### src/rtl/jk_cmd_pkg.sv
// Shared constants and helpers for the JK command debouncer.
// Channel indices match the bit order of the debounced 'stable' vector.
package jk_cmd_pkg;

    localparam int unsigned CH_SET = 0;
    localparam int unsigned CH_CLR = 1;
    localparam int unsigned CH_TOG = 2;
    localparam int unsigned NUM_CH = 3;

    // Ceiling log2, usable in constant expressions for counter widths.
    function automatic int unsigned clog2(input int unsigned v);
        int unsigned r;
        r = 0;
        for (int unsigned i = 0; i < 32; i++) begin
            if ((64'd1 << i) < 64'(v)) begin
                r = i + 1;
            end
        end
        return r;
    endfunction

endpackage

### src/rtl/jk_cmd_debouncer_if.sv
// Button/command bundle between the push-button front end and the JK flip-flop block.
// 'press' exposes the raw per-channel accepted-press strobes before enable masking.
interface jk_cmd_debouncer_if;
    import jk_cmd_pkg::*;

    logic              en;
    logic              btn_set;
    logic              btn_clr;
    logic              btn_tog;
    logic              j;
    logic              k;
    logic [NUM_CH-1:0] stable;
    logic [NUM_CH-1:0] press;

    modport master (
        output en, btn_set, btn_clr, btn_tog,
        input  j, k, stable, press
    );

    modport slave (
        input  en, btn_set, btn_clr, btn_tog,
        output j, k, stable, press
    );

endinterface

### src/rtl/debounce_channel.sv
// One button channel: synchroniser chain, stability counter and rising-press strobe.
// press_c is the next-cycle value of press, so a downstream register can align with it.
module debounce_channel #(
    parameter int unsigned SYNC_STAGES     = 2,
    parameter int unsigned DEBOUNCE_CYCLES = 4
) (
    input  logic clk,
    input  logic reset,
    input  logic raw,
    output logic stable,
    output logic press,
    output logic press_c
);
    import jk_cmd_pkg::*;

    localparam int unsigned      CNT_W   = clog2(DEBOUNCE_CYCLES);
    localparam logic [CNT_W-1:0] CNT_MAX = CNT_W'(DEBOUNCE_CYCLES - 1);

    logic [SYNC_STAGES-1:0] sync_q;
    logic                   s;
    logic [CNT_W-1:0]       cnt_q;
    logic [CNT_W-1:0]       cnt_d;
    logic                   stable_q;
    logic                   stable_d;
    logic                   press_q;

    assign s = sync_q[SYNC_STAGES-1];

    // Metastability chain for the asynchronous button input.
    always_ff @(posedge clk) begin
        if (reset) begin
            sync_q <= '0;
        end else begin
            sync_q <= {sync_q[SYNC_STAGES-2:0], raw};
        end
    end

    // A differing level must persist DEBOUNCE_CYCLES cycles; any return restarts the count.
    always_comb begin
        cnt_d    = cnt_q;
        stable_d = stable_q;
        press_c  = 1'b0;
        if (s == stable_q) begin
            cnt_d = '0;
        end else if (cnt_q == CNT_MAX) begin
            cnt_d    = '0;
            stable_d = s;
            press_c  = s;
        end else begin
            cnt_d = cnt_q + CNT_W'(1);
        end
    end

    always_ff @(posedge clk) begin
        if (reset) begin
            cnt_q    <= '0;
            stable_q <= 1'b0;
            press_q  <= 1'b0;
        end else begin
            cnt_q    <= cnt_d;
            stable_q <= stable_d;
            press_q  <= press_c;
        end
    end

    assign stable = stable_q;
    assign press  = press_q;

endmodule

### src/rtl/jk_cmd_debouncer.sv
// Debounces set/clear/toggle buttons and encodes accepted presses as one-cycle j/k commands.
// j/k register on the same edge as the channel press strobes; en=0 drops a command outright.
module jk_cmd_debouncer
    import jk_cmd_pkg::*;
#(
    parameter int unsigned SYNC_STAGES     = 2,
    parameter int unsigned DEBOUNCE_CYCLES = 4
) (
    input  logic               clk,
    input  logic               reset,
    jk_cmd_debouncer_if.slave  bus
);

    logic [NUM_CH-1:0] raw;
    logic [NUM_CH-1:0] stable;
    logic [NUM_CH-1:0] press;
    logic [NUM_CH-1:0] press_c;
    logic              j_d;
    logic              k_d;
    logic              j_q;
    logic              k_q;

    assign raw[CH_SET] = bus.btn_set;
    assign raw[CH_CLR] = bus.btn_clr;
    assign raw[CH_TOG] = bus.btn_tog;

    for (genvar ch = 0; ch < NUM_CH; ch++) begin : g_ch
        debounce_channel #(
            .SYNC_STAGES     (SYNC_STAGES),
            .DEBOUNCE_CYCLES (DEBOUNCE_CYCLES)
        ) u_chan (
            .clk     (clk),
            .reset   (reset),
            .raw     (raw[ch]),
            .stable  (stable[ch]),
            .press   (press[ch]),
            .press_c (press_c[ch])
        );
    end

    // Toggle, or set and clear together, both yield j=k=1.
    always_comb begin
        j_d = 1'b0;
        k_d = 1'b0;
        if (bus.en) begin
            j_d = press_c[CH_SET] | press_c[CH_TOG];
            k_d = press_c[CH_CLR] | press_c[CH_TOG];
        end
    end

    always_ff @(posedge clk) begin
        if (reset) begin
            j_q <= 1'b0;
            k_q <= 1'b0;
        end else begin
            j_q <= j_d;
            k_q <= k_d;
        end
    end

    assign bus.j      = j_q;
    assign bus.k      = k_q;
    assign bus.stable = stable;
    assign bus.press  = press;

endmodule
### src/flat_wrapper.sv
// flat-port wrapper written by rule: the top's interface ports become plain ports
module jk_cmd_debouncer_flat import jk_cmd_pkg::*;
#(
    parameter int unsigned SYNC_STAGES     = 2,
    parameter int unsigned DEBOUNCE_CYCLES = 4
)
  (clk, reset, bus_en, bus_btn_set, bus_btn_clr, bus_btn_tog, bus_j, bus_k, bus_stable, bus_press);
  jk_cmd_debouncer_if bus_i ();
  input  logic clk;
  input  logic reset;
  input wire logic [$bits(bus_i.en)-1:0] bus_en;
  input wire logic [$bits(bus_i.btn_set)-1:0] bus_btn_set;
  input wire logic [$bits(bus_i.btn_clr)-1:0] bus_btn_clr;
  input wire logic [$bits(bus_i.btn_tog)-1:0] bus_btn_tog;
  output wire logic [$bits(bus_i.j)-1:0] bus_j;
  output wire logic [$bits(bus_i.k)-1:0] bus_k;
  output wire logic [$bits(bus_i.stable)-1:0] bus_stable;
  output wire logic [$bits(bus_i.press)-1:0] bus_press;
  assign bus_i.en = bus_en;
  assign bus_i.btn_set = bus_btn_set;
  assign bus_i.btn_clr = bus_btn_clr;
  assign bus_i.btn_tog = bus_btn_tog;
  assign bus_j = bus_i.j;
  assign bus_k = bus_i.k;
  assign bus_stable = bus_i.stable;
  assign bus_press = bus_i.press;
  jk_cmd_debouncer #(.SYNC_STAGES(SYNC_STAGES), .DEBOUNCE_CYCLES(DEBOUNCE_CYCLES)) u_core (.clk(clk), .reset(reset), .bus(bus_i));
endmodule
### config.mk
export PLATFORM = sky130hd
export DESIGN_NAME = jk_cmd_debouncer_flat
export DESIGN_NICKNAME = d
export VERILOG_FILES = /design/src/rtl/jk_cmd_pkg.sv /design/src/rtl/jk_cmd_debouncer_if.sv /design/src/rtl/debounce_channel.sv /design/src/rtl/jk_cmd_debouncer.sv /design/src/flat_wrapper.sv
export SDC_FILE = /design/constraint.sdc
export NUM_CORES = 1
export LEC_CHECK = 0
export BUFFER_PORTS_ARGS = -buffer_cell sky130_fd_sc_hd__buf_2
export CAP_MARGIN = 25
export CORE_ASPECT_RATIO = 0.7
export CORE_UTILIZATION = 35
export CTS_BUF_LIST = sky130_fd_sc_hd__clkbuf_4 sky130_fd_sc_hd__clkbuf_8
export CTS_CLUSTER_SIZE = 30
export DETAILED_ROUTE_END_ITERATION = 8
export PLACE_DENSITY = 0.6
export SKIP_LAST_GASP = 1
export SYNTH_ARGS = -nofsm -noshare
export SYNTH_HDL_FRONTEND = slang
export SYNTH_SLANG_ARGS = --single-unit
### constraint.sdc
create_clock -name clk -period 1.2 [get_ports clk]
set_input_delay 0.3 -clock clk [delete_from_list [all_inputs] [get_ports clk]]
set_output_delay 0.3 -clock clk [all_outputs]
set_load 0.01 [all_outputs]
Word-level counts from Yosys, hierarchy flattened
Cells that the tools add are included.

storage, ports and cells
  flip-flop bits (word level) = 20
  output and inout port bits = 8
  word-level logic and storage cells = 42

operators by class
  $add $sub $neg = 3
  eq/ne operators = 6
  mux-type cells = 6
  bitwise operators = 6
  reduce and logical (&&, ||, !) cells = 7

operators with widths
  kind                                                           number
  3-bit OR reduction                                             3
  2-bit by 1-bit adder with 2-bit output, second input constant  3
  2-bit equality test, second input constant                     3
  1-bit 2-to-1 mux                                               6
  2-bit AND reduction                                            3
  1-bit inverter                                                 4
  1-bit equality test                                            3
  1-bit OR                                                       2
  2-bit OR reduction                                             1

Depth between registers and ports, before layout
  word-level depth = 4
  depth in mapped cells = 3
  gate-level depth less buffers = 3

Cells and area by module
From an unflattened synthesis, not the netlist that was laid out.

second synthesis, totals
  cells, all modules = 58
  area, all modules = 665.6 sq um

modules (own cells, without submodules)
  module            instances  cells each  area each (sq um)
  debounce_channel  3          17          198.9
  jk_cmd_debouncer  1          7           68.8

Worst setup path after synthesis
No wires, ideal clock.

  kind = register -> register
  start point = reg u_core.g_ch[2].u_chan.cnt_q[0]
  end point = reg u_core.g_ch[2].u_chan.stable_q
  arrival time = 0.796 ns
  path slack = 0.290 ns
  stages on the path, launching flop included = 4
  period minus slack after synthesis = 0.910 ns
  cells stage by stage = dfxtp_1 -> ha_1 -> mux2i_1 -> nor2_1

on the way
  cells in the longest elaborated chain, start to end = 2

ends and longest elaborated chain
  item                                  RTL line                text
  from (decl)                           debounce_channel.sv:21  logic [CNT_W-1:0] cnt_q;
  from (signal assigned)                debounce_channel.sv:60  cnt_q <= cnt_d;
  2-bit equality test                   debounce_channel.sv:45  end else if (cnt_q == CNT_MAX) begin
  2-bit AND reduction (no source line)  n/a
  to (signal assigned)                  debounce_channel.sv:61  stable_q <= stable_d;
  to (decl)                             debounce_channel.sv:23  logic stable_q;

No other way between the ends.
A chain may end at the register's enable or synchronous reset.

Final worst setup path
  start point = reg u_core.g_ch[1].u_chan.stable_q
  end point = out bus_stable[1]

RTL lines
  item                    RTL line                text
  from (decl)             debounce_channel.sv:23
  from (signal assigned)  debounce_channel.sv:61
  to (decl)               flat_wrapper.sv:17      output wire logic [$bits(bus_i.stable)-1:0] bus_stable;

No word-level cell between the ends.

==> flow_summary_export.csv <==
group,metric,value,unit
outcome,status,"finished, violations left",
outcome,violations,"design-rule violations",
worst_setup_path,crit_arrival,0.82,ns
die,dieArea,2290,sq um
timing,finalCritPeriodShare,93.0,%
worst_setup_path,cp-start-kind,"flop",
worst_setup_path,path_class,"reg -> out",
place,portBuffers,13,
worst_setup_path,crit_slowest_cell,"dfxtp_1",
timing,rsz0062_at_grt,"no",
yosys,synth_most_common_cell,"dfxtp_1",
clock_tree,cts-resized-gates,0,
timing,skew,0.000631,ns
die,ioPinCount,14,
worst_setup_path,cp.depth,1,
yosys,synth_area_leader_cell,"dfxtp_1",
clock_tree,path_clk_slew,0.10,ns
yosys,synth_top_family_by_area,"simple AND/OR/NAND/NOR gates",
die,start_util,38.3,%
worst_setup_path,cp-endpoint,"bus_stable[1]",
yosys,synth_cells,61,
yosys,synth_compound_area_share,1.36,%
yosys,seq_area_frac_synth,54.5,%
clock_tree,clockRootBuffer,"clkbuf_4",
power_and_ir_drop,p_per_area,1300,nW/um^2
yosys,yosys.area_share.simple,21.6,%
yosys,async_flop_share,0,%
final_layout,nNetsFinal,80,
die,rows,13,
hold_path,hold_path_class,"in -> reg",
clock_tree,tritoncts,"done",
timing,fin_tns_setup,0,ns
grt,grt_pass1_vias,368,
worst_setup_path,cp-end-kind,"output port",
timing,worst_slew_pin_slew,0.361,ns
place,hpwlAfterDp,717,um
clock_tree,clock_path_buffers,2,
clock_tree,cts_inserted_buffers,3,
worst_setup_path,rr_worst_depth,3,
worst_setup_path,rrSetupSlack,0.20,ns
timing,slew_viol_final,0,
worst_setup_path,r2r_start,"u_core.g_ch[0].u_chan.cnt_q[0]",
yosys,synth_cell_types,15,
detailed_routing,ant_nets,0,
yosys,synth_xor_area_share,3.58,%
detailed_routing,first_pass_iters,6,
worst_setup_path,cp_num_buf_inv,1,
yosys,synthAdderAreaFrac,5.11,%
place,place_congestion,0.677,
yosys,synth.ff_latch_count,20,
die,die-height,40.3,um
yosys,netlist_area,734,sq um
clock_tree,h-tree-depth,1,
worst_setup_path,crit_start,"u_core.g_ch[1].u_chan.stable",
clock_tree,post_cts_buffers,0,
final_layout,final_core_utilization,40.6,%
final_layout,post-route-cell-area,779,sq um
yosys,synth_nets,70,
timing,slew_headroom,76.0,%
yosys,synth_mux_area_share,4.09,%
yosys,synth_flop_cell,"dfxtp_1",
worst_setup_path,cp_cell_sequence,"buf_2",
power_and_ir_drop,ir_drop,638,uV
grt,gr-usage-all-layers,10.3,%
yosys,avgSynthCellArea,12.0,sq um
yosys,synth.area.top_cells,"dfxtp_1, buf_4, ha_1, nor2b_1, nor4_2",
final_layout,antenna_cells,0,
detailed_routing,route.detailed.drc,2,
worst_setup_path,critPathMaxFanout,4,
grt,antenna_found_initial,0,
final_layout,area_growth,6.13,%
yosys,ys_warn_count,0,
place,dp_cells,88,
final_layout,final_cells,91,
grt,grt_overflow_total,0,
yosys,synth_edf_count,0,
final_layout,drive_gt1_share,30.4,%
timing,period_minus_slack,1.12,ns
yosys,synthTopCellsByCount,"dfxtp_1, buf_4, nor2_1, nor2b_1",
detailed_routing,wirelength,939,um
detailed_routing,viasPerCell,4.53,
detailed_routing,drt-initial-drc-count,9,
worst_setup_path,cp_top_family,"flip-flops",
timing,maxClockFrequency,896,MHz
power_and_ir_drop,leakage,0.319,nW
detailed_routing,wire_per_inst,10.3,um
timing,setup_violations,0,
grt,grt_pass1_wl,1.60,mm
clock_tree,clk_latency,0.28,ns
yosys,synth_top_area_share,54.5,%
clock_tree,clock_sinks,20,
grt,grt_max_degree,20,
worst_setup_path,required,0.90,ns
flow_run,maxCapViolCount,0,
place,place_area,756,sq um
worst_setup_path,crit-reg2reg-capture,"u_core.g_ch[0].u_chan.stable",
worst_setup_path,critPathMaxStageDelay,0.38,ns
clock_tree,cts_hold_buf,0,
die,fp.dieW,56.8,um
timing,final_hold_viol_count,0,
die,coreArea,1920,sq um
detailed_routing,vias,412,
kinds of logic after synthesis:
family | count (synthesis)
xor+xnor | 3
fa+ha+maj | 3
compound gates | 2
flops | 20
simple gates | 22
mux | 3
buf+inv | 8
layout by cell type (no fill, tap or decap):
cell,synthesis,routed
a21oi_1,2,2
buf_2,0,13
clkbuf_4,0,3
dfxtp_1,20,19
dfxtp_2,0,1
ha_1,3,3
mux2i_1,3,3
nand2b_1,1,1
nand3b_1,3,3
nor2_1,6,6
nor2b_1,6,6
nor4_2,3,3
nor4b_1,2,2
nor4b_2,1,1
xnor2_1,3,3
per-stage QoR:
step                      hold WS [ns]  total power, W  setup WS, ns
after floorplan                  0.414        0.000729         0.290
after global placement           0.422        0.000732         0.212
after detailed placement         0.427        0.000734         0.195
after CTS                        0.203         0.00103        0.0543
after global routing             0.198         0.00106        0.0119
final                            0.215         0.00101        0.0835
how the worst min path moves through the flow:
stage                                     from                              end  cells after the start  slack [ns]
2_1_floorplan  u_core.g_ch[0].u_chan.sync_q[0]  u_core.g_ch[0].u_chan.sync_q[1]                      1        0.41
6_report                           bus_btn_clr  u_core.g_ch[1].u_chan.sync_q[0]                      2        0.22
5_1_grt                            bus_btn_set  u_core.g_ch[0].u_chan.sync_q[0]                      2        0.20
4_1_cts                            bus_btn_clr  u_core.g_ch[1].u_chan.sync_q[0]                      2        0.20
3_3_place_gp   u_core.g_ch[0].u_chan.sync_q[0]  u_core.g_ch[0].u_chan.sync_q[1]                      1        0.42
3_5_place_dp   u_core.g_ch[2].u_chan.sync_q[0]  u_core.g_ch[2].u_chan.sync_q[1]                      1        0.43
area by class of cell:
cell class              instances  area (sq um)
flip-flops and latches         20           402
clock buffers                   3          22.5
fillers                       194          1140
repair buffers                 13          65.1
well taps                      22          27.5
multi-input cells              33           263
power by group:
group | switching (W) | internal, W
Clock | 0.000179 | 0.000117
Combinational | 0.0000179 | 0.0000172
Sequential | 0.00000633 | 0.000676
flip-flops by register name (all words and copies together), names as in the netlist:
register,count
u_core.g_ch.u_chan.press,3
u_core.bus.k,1
u_core.g_ch.u_chan.stable,3
u_core.g_ch.u_chan.sync_q,6
u_core.bus.j,1
u_core.g_ch.u_chan.cnt_q,6
per-layer routing:
metal / vias to the layer above / wire length (um) / GRT usage, % / share of wire, %
li1: 217 / - / - / -
met5: - / 0 / 0 / 0
met4: 0 / 11 / 3.66 / 1.2
met1: 181 / 465 / 10.9 / 50
met2: 12 / 392 / 17.0 / 42
met3: 2 / 70 / 7.10 / 7.5
Note: power is estimated with default switching activity, not from simulation.
